## config.mk

```make
export PLATFORM = sky130hd
export DESIGN_NAME = uart_tx_mmio
export DESIGN_NICKNAME = d
export VERILOG_FILES = /design/src/rtl/uart_tx_mmio.sv
export SDC_FILE = /design/constraint.sdc
export NUM_CORES = 1
export LEC_CHECK = 0
export ABC_AREA = 1
export CAP_MARGIN = 20
export CORE_MARGIN = 1
export CORE_UTILIZATION = 38
export DETAILED_ROUTE_END_ITERATION = 12
export GPL_ROUTABILITY_DRIVEN = 1
export PLACE_DENSITY = 0.86
export RECOVER_POWER = 25
export SLEW_MARGIN = 20
export SYNTH_ARGS = -nofsm -noshare
export SYNTH_HDL_FRONTEND = slang
export SYNTH_SLANG_ARGS = --single-unit
```

## constraint.sdc

```tcl
create_clock -name clk -period 4 [get_ports clk]
set_input_delay 1.2 -clock clk [delete_from_list [all_inputs] [get_ports clk]]
set_output_delay 1.2 -clock clk [all_outputs]
set_load 0.05 [all_outputs]
```

## src/rtl/uart_tx_mmio.sv

```systemverilog
// uart_tx_mmio: memory-mapped 8N1 UART transmitter on the core's store path.
// Latency: an accepted DATA write puts the start bit on tx in the cycle right
//   after the write edge; a frame is exactly 10*CLKS_PER_BIT cycles long.
// Backpressure: none; a DATA write while busy is dropped and sets the sticky
//   overrun flag, which firmware clears by writing STATUS with wdata[1]=1.
// Ports: clk/reset (sync, active-high); addr/wdata/we bus write side;
//   rdata combinational STATUS read {30'b0, overrun, busy}; tx serial line
//   (idles high); busy high for START/DATA/STOP.
module uart_tx_mmio #(
  parameter int unsigned CLKS_PER_BIT = 16,
  parameter logic [31:0] ADDR_DATA    = 32'h1001_0030,
  parameter logic [31:0] ADDR_STATUS  = 32'h1001_0034
) (
  input  logic        clk,
  input  logic        reset,
  input  logic [31:0] addr,
  input  logic [31:0] wdata,
  input  logic        we,
  output logic [31:0] rdata,
  output logic        tx,
  output logic        busy
);

  localparam int unsigned CNT_W = $clog2(CLKS_PER_BIT);
  localparam logic [CNT_W-1:0] CNT_MAX = CNT_W'(CLKS_PER_BIT - 1);

  typedef enum logic [1:0] {
    IDLE  = 2'd0,
    START = 2'd1,
    DATA  = 2'd2,
    STOP  = 2'd3
  } state_t;

  state_t           state_q, state_d;
  logic [CNT_W-1:0] cnt_q, cnt_d;
  logic [2:0]       bit_idx_q, bit_idx_d;
  logic [7:0]       shift_q, shift_d;
  logic             overrun_q, overrun_d;

  logic wrap;
  logic data_wr;
  logic status_wr;
  logic accept;

  // Only wdata[7:0] (DATA) and wdata[1] (STATUS) carry meaning.
  logic unused_wdata;
  assign unused_wdata = ^wdata[31:8];

  assign wrap      = (cnt_q == CNT_MAX);
  assign data_wr   = we && (addr == ADDR_DATA);
  assign status_wr = we && (addr == ADDR_STATUS);

  // A write landing on the final stop-bit edge is taken as the next frame,
  // which is what makes back-to-back frames gapless.
  assign accept = data_wr && ((state_q == IDLE) || ((state_q == STOP) && wrap));

  always_comb begin
    state_d   = state_q;
    cnt_d     = wrap ? '0 : cnt_q + CNT_W'(1);
    bit_idx_d = bit_idx_q;
    shift_d   = shift_q;
    overrun_d = overrun_q;

    unique case (state_q)
      IDLE: begin
        cnt_d = '0;
      end
      START: begin
        if (wrap) begin
          state_d   = DATA;
          bit_idx_d = '0;
        end
      end
      DATA: begin
        if (wrap) begin
          shift_d   = {1'b0, shift_q[7:1]};
          bit_idx_d = bit_idx_q + 3'd1;
          if (bit_idx_q == 3'd7) begin
            state_d = STOP;
          end
        end
      end
      STOP: begin
        if (wrap) begin
          state_d = IDLE;
        end
      end
      default: begin
        state_d = IDLE;
      end
    endcase

    if (accept) begin
      state_d   = START;
      shift_d   = wdata[7:0];
      cnt_d     = '0;
      bit_idx_d = '0;
    end

    if (data_wr && !accept) begin
      overrun_d = 1'b1;
    end
    if (status_wr && wdata[1]) begin
      overrun_d = 1'b0;
    end
  end

  always_ff @(posedge clk) begin
    if (reset) begin
      state_q   <= IDLE;
      cnt_q     <= '0;
      bit_idx_q <= '0;
      shift_q   <= '0;
      overrun_q <= 1'b0;
    end else begin
      state_q   <= state_d;
      cnt_q     <= cnt_d;
      bit_idx_q <= bit_idx_d;
      shift_q   <= shift_d;
      overrun_q <= overrun_d;
    end
  end

  // tx decodes registered state only, so there is no path from we to tx.
  always_comb begin
    tx = 1'b1;
    unique case (state_q)
      START:   tx = 1'b0;
      DATA:    tx = shift_q[0];
      default: tx = 1'b1;
    endcase
  end

  assign busy = (state_q != IDLE);

  always_comb begin
    rdata = '0;
    if (addr == ADDR_STATUS) begin
      rdata = {30'b0, overrun_q, busy};
    end
  end

endmodule

```

After elaboration in Yosys (flattened, before gate mapping)
Cells that the tools add are included.
{"block": "word_totals", "ff_bits": 18, "output_inout_bits": 34, "word_cells": 59}
{"block": "classes", "n_addsub": 2, "eq_ne": 15, "mux": 14, "reduce_logical": 22}
{"op": "$eq A32 B29 Y1 const B", "n": 2}
{"op": "$mux W8", "n": 3}
{"op": "$ne A3 B3 Y1 const B", "n": 4}
{"op": "$mux W2", "n": 5}
{"op": "$reduce_and A5 Y1", "n": 2}
{"op": "$ne A2 B2 Y1 const B", "n": 4}
{"op": "$reduce_bool A2 Y1", "n": 4}
{"op": "$logic_and A1 B1 Y1", "n": 6}
{"op": "$mux W3", "n": 2}
{"op": "$pmux W2 S3", "n": 1}
{"op": "$pmux W3 S2", "n": 1}
{"op": "$add A4 B1 Y4 const B", "n": 1}
{"op": "$eq A2 B2 Y1 const B", "n": 2}
{"op": "$eq A4 B4 Y1 const B", "n": 1}
{"op": "$reduce_bool A4 Y1", "n": 1}
{"op": "$reduce_or A2 Y1", "n": 2}
{"op": "$reduce_or A4 Y1", "n": 1}
{"op": "$add A3 B1 Y3 const B", "n": 1}
{"op": "$eq A3 B3 Y1 const B", "n": 1}
{"op": "$reduce_and A3 Y1", "n": 1}
{"op": "$reduce_bool A3 Y1", "n": 1}
{"op": "$eq A2 B1 Y1 const B", "n": 1}
{"op": "$logic_not A2 Y1", "n": 1}
{"op": "$pmux W1 S2", "n": 1}
{"op": "other kinds (4)", "n": 4}

Depth between registers and ports, before layout
{"block": "depth", "word_depth": 6, "ltp_mapped": 12}

Worst setup path after synthesis
No wires, ideal clock.
{"block": "synth_timing", "path_kind": "input port to output port", "start": "input port addr[24]", "end": "output port rdata[0]", "arrival_ps": 2429, "t_required_ps": 2800, "path_slack_ps": 371, "stages": 7, "path_buffers": 0, "cell_sequence": "nor2_1 > nand2_1 > nor2_1 > nand2_1 > nor2_4 > nand2_1 > nor2_1"}
{"block": "synth_between", "elab_chain_len": 2}
{"element": "start: declaration", "line": "16", "rtl": "input logic [31:0] addr,"}
{"element": "$eq A32 B29 Y1", "line": "138", "rtl": "if (addr == ADDR_STATUS) begin"}
{"element": "$mux W2", "line": "138"}
{"element": "end: declaration", "line": "19", "rtl": "output logic [31:0] rdata,"}
Every way passes these cells.

Worst setup path in the final report
{"block": "layout_timing", "start": "input port addr[1]", "end": "output port rdata[1]"}
Same word-level chain as after synthesis.

==> impl_metrics.py <==
metrics = {
    "clock_tree": {
        "clkTransAtPathRegs_ns": 0.07,
        "postCtsSetupBuffers": 0,
        "clock_latency_ns": 0.26,
        "htreeDepth": 1,
        "cts_resized": 0,
        "cts_buffers": 3,
        "clockBufferDepth": 2,
        "root_buffer": "clkbuf_8",
        "clock_sinks": 18,
        "cts_hold_buffers": 0,
        "cts_tree": "built",
    },
    "yosys": {
        "syn-instance-count": 224,
        "synth-seq-cells": 18,
        "synth_compound_area_share_pct": 6.537,
        "syn-mean-instance-area_um2": 6.580,
        "synth_top_family_by_area": "simple AND/OR/NAND/NOR gates",
        "synthMuxAreaShare_pct": 0,
        "synth_commonest_cells": "nor2_1 (48), nand2_1 (41), buf_4 (30)",
        "synthAdderAreaFrac_pct": 8.489,
        "yosys.area.top_type": "dfxtp_1",
        "yosysWarnings": 0,
        "synth-edff-count": 0,
        "synth_top_area_share_pct": 24.45,
        "ys_seq_area_share_pct": 24.45,
        "synthFlopType": "dfxtp_1",
        "synthSimpleGateAreaFrac_pct": 37.18,
        "synth-xor-area-share_pct": 0.5942,
        "syn_area_mm2": 0.001474,
        "synth_async_sr_flop_share_pct": 0,
        "synth.distinct_cells": 29,
        "synth.area.top_cells": "dfxtp_1 (24%), buf_4 (15%), nor2_1 (12%)",
        "synth.most_common_cell": "nor2_1",
    },
    "cells_and_area": {
        "layout-drive-gt1-share_pct": 5.861,
        "stdcell_area_mm2": 0.001949,
        "num_antenna_cells": 0,
        "fillCellCount": 382,
        "nets": 351,
        "fin_util_pct": 52.85,
        "area_growth_pct": 32.26,
        "fin_cells": 321,
    },
    "route": {
        "vias": 1446,
        "ant_nets": 0,
        "first_pass_iters": 4,
        "wl_mm": 3.048,
        "drc": 0,
        "routedWlPerCell_um": 9.495,
        "drt_first_iter_violations": 65,
        "vias_per_cell": 4.505,
    },
    "power_and_ir_drop": {
        "p_clk_share_pct": 20.6,
        "p_sw_w": 0.0003265,
        "pwr-share-seq_pct": 28.4,
        "ir_drop_v": 0.0001986,
        "power.density_mw_per_mm2": 375.9,
        "switching_share_pct": 44.55,
        "power_leakage_nw": 0.8635,
        "combPwrFrac_pct": 51.0,
        "p_int_w": 0.0004063,
    },
    "placed_design": {
        "dp_slack_ns": 0.2164,
        "place_hpwl_mm": 2.518,
        "dp.cells": 317,
        "io_buffers": 46,
        "dpl_cell_area_mm2": 0.001894,
        "globalplace.congestion": 0.7765,
    },
    "sta": {
        "setup_tns_ns": 0,
        "worst_slack_ns": 0.2264,
        "finalSetupViolCount": 0,
        "fmax_mhz": 265.0,
        "drv_slew": 0,
        "finalCritPeriodShare_pct": 94.34,
        "hold_violations": 0,
        "fin_skew_ns": 0.003824,
        "fin_crit_ns": 3.774,
        "rsz0062_at_grt": "false",
    },
    "setup_path": {
        "worstPathMaxFanout": 3,
        "crit_type": "in -> out",
        "cp_slowest_stage_delay_ns": 0.40,
        "cp.required_ns": 2.80,
        "path_buf_inv": 2,
        "rrSetupSlack_ns": 2.20,
        "critPathTopFamily": "simple AND/OR/NAND/NOR gates",
        "worstSetupEndpointType": "output port",
        "cp_common_cell": "nor2_1",
        "start_kind": "input pin",
        "crit_path_cell_trace": "clkdlybuf4s50_1 -> nor2_1 -> nand3_1 -> nor2_1 -> nand2_1 -> nor2_4 -> nand2_1 -> nor2_1 -> buf_12",
        "cp_data_arrival_time_ns": 2.57,
        "slowest_stage": "clkdlybuf4s50_1",
    },
    "grt": {
        "grt_pass1_vias": 1324,
        "grt_first_pass_wirelength_mm": 5.375,
        "antenna_found_initial": 0,
        "grt_max_degree": 12,
        "grt-ovfl-total": 0,
        "grt_util_all_layers_pct": 16.31,
    },
    "floorplan": {
        "io_pins": 101,
        "start_util_pct": 39.96,
        "fp.dieH_um": 64.28,
        "row_count": 22,
        "die_area_mm2": 0.004132,
        "die_x_um": 64.28,
        "design.core.area_mm2": 0.003689,
    },
    "run": {
        "maxCapViolCount": 0,
    },
    "hold_path": {
        "holdCritPathClass": "reg -> reg",
    },
    "status": {
        "status": "finished, final reports clean",
    },
}
==> area by class of cell <==
| type | instances | area [um^2] | share of cell area (%) |
|---|---|---|---|
| tap | 48 | 60.06 | 3.081 |
| timing repair buffer | 47 | 488.0 | 25.03 |
| multi-input combinational | 179 | 890.9 | 45.70 |
| clock buffer | 4 | 55.05 | 2.824 |
| inverter | 25 | 95.09 | 4.878 |
| sequential | 18 | 360.3 | 18.49 |
==> final timing paths <==
check	end	start	cells after the start
max reg2reg	state_q[1]	state_q[0]	7
min reg2reg	cnt_q[0]	cnt_q[0]	1
max	rdata[1]	addr[1]	9
min	cnt_q[0]	cnt_q[0]	1
==> state kept, by name, summed over array words and instances (netlist names) <==
name,cells
bit_idx_q,3
cnt_q,4
overrun_q,1
shift_q,8
state_q,2
==> power groups by stage <==
| stage | registers, W | logic [W] | clock network [W] |
|---|---|---|---|
| after global routing | 0.000210 | 0.000409 | 0.000161 |
| after CTS | 0.000209 | 0.000374 | 0.000154 |
| after global placement | 0.000212 | 0.000362 | 0 |
| final | 0.000208 | 0.000374 | 0.000151 |
| after floorplan | 0.000209 | 0.000288 | 0 |
| after detailed placement | 0.000212 | 0.000371 | 0 |
==> cell usage in the layout (no fill, tap or decap) <==
cell type	count
nor2_1	48
clkdlybuf4s50_1	43
nand2_1	41
conb_1	30
inv_1	22
nand3_1	20
dfxtp_1	18
ha_1	10
nand4_1	5
a21oi_1	5
clkbuf_8	4
o21ai_0	3
nor2_4	2
a22oi_1	2
o21ai_1	2
buf_12	2
or2_1	1
nand3_4	1
o21ai_4	1
clkinv_2	1
nand3_2	1
inv_2	1
clkinv_1	1
nand2_2	1
xnor2_1	1
a211oi_1	1
or3_1	1
o31ai_1	1
or2_2	1
nand3b_1	1
dlygate4sd3_1	1
buf_4	1
==> layer usage <==
metal	up-vias	part of all wire [%]	track usage, %	wire, um
met5	-	0	0	0
met4	0	2.4	8.611	72
met3	7	5.5	1.964	168
met2	59	51	28.68	1543
met1	634	41	19.07	1263
li1	746	-	-	-
==> stage by stage <==
stage          power (W)  hold WS, ns
2_1_floorplan  0.0004970       0.4176
3_3_place_gp   0.0005737       0.4331
3_5_place_dp   0.0005835       0.4528
4_1_cts        0.0007370       0.4621
5_1_grt        0.0007806       0.4792
6_report       0.0007328       0.4544
==> cells by family after synthesis <==
logic type,Yosys count
buffers and inverters,56
AO/OA/AOI/OAI,15
adder cells (fa/ha/maj),10
other,1
flip-flops,18
XOR/XNOR,1
AND/OR/NAND/NOR,123
No activity file was read; power rests on OpenSTA's default activity.
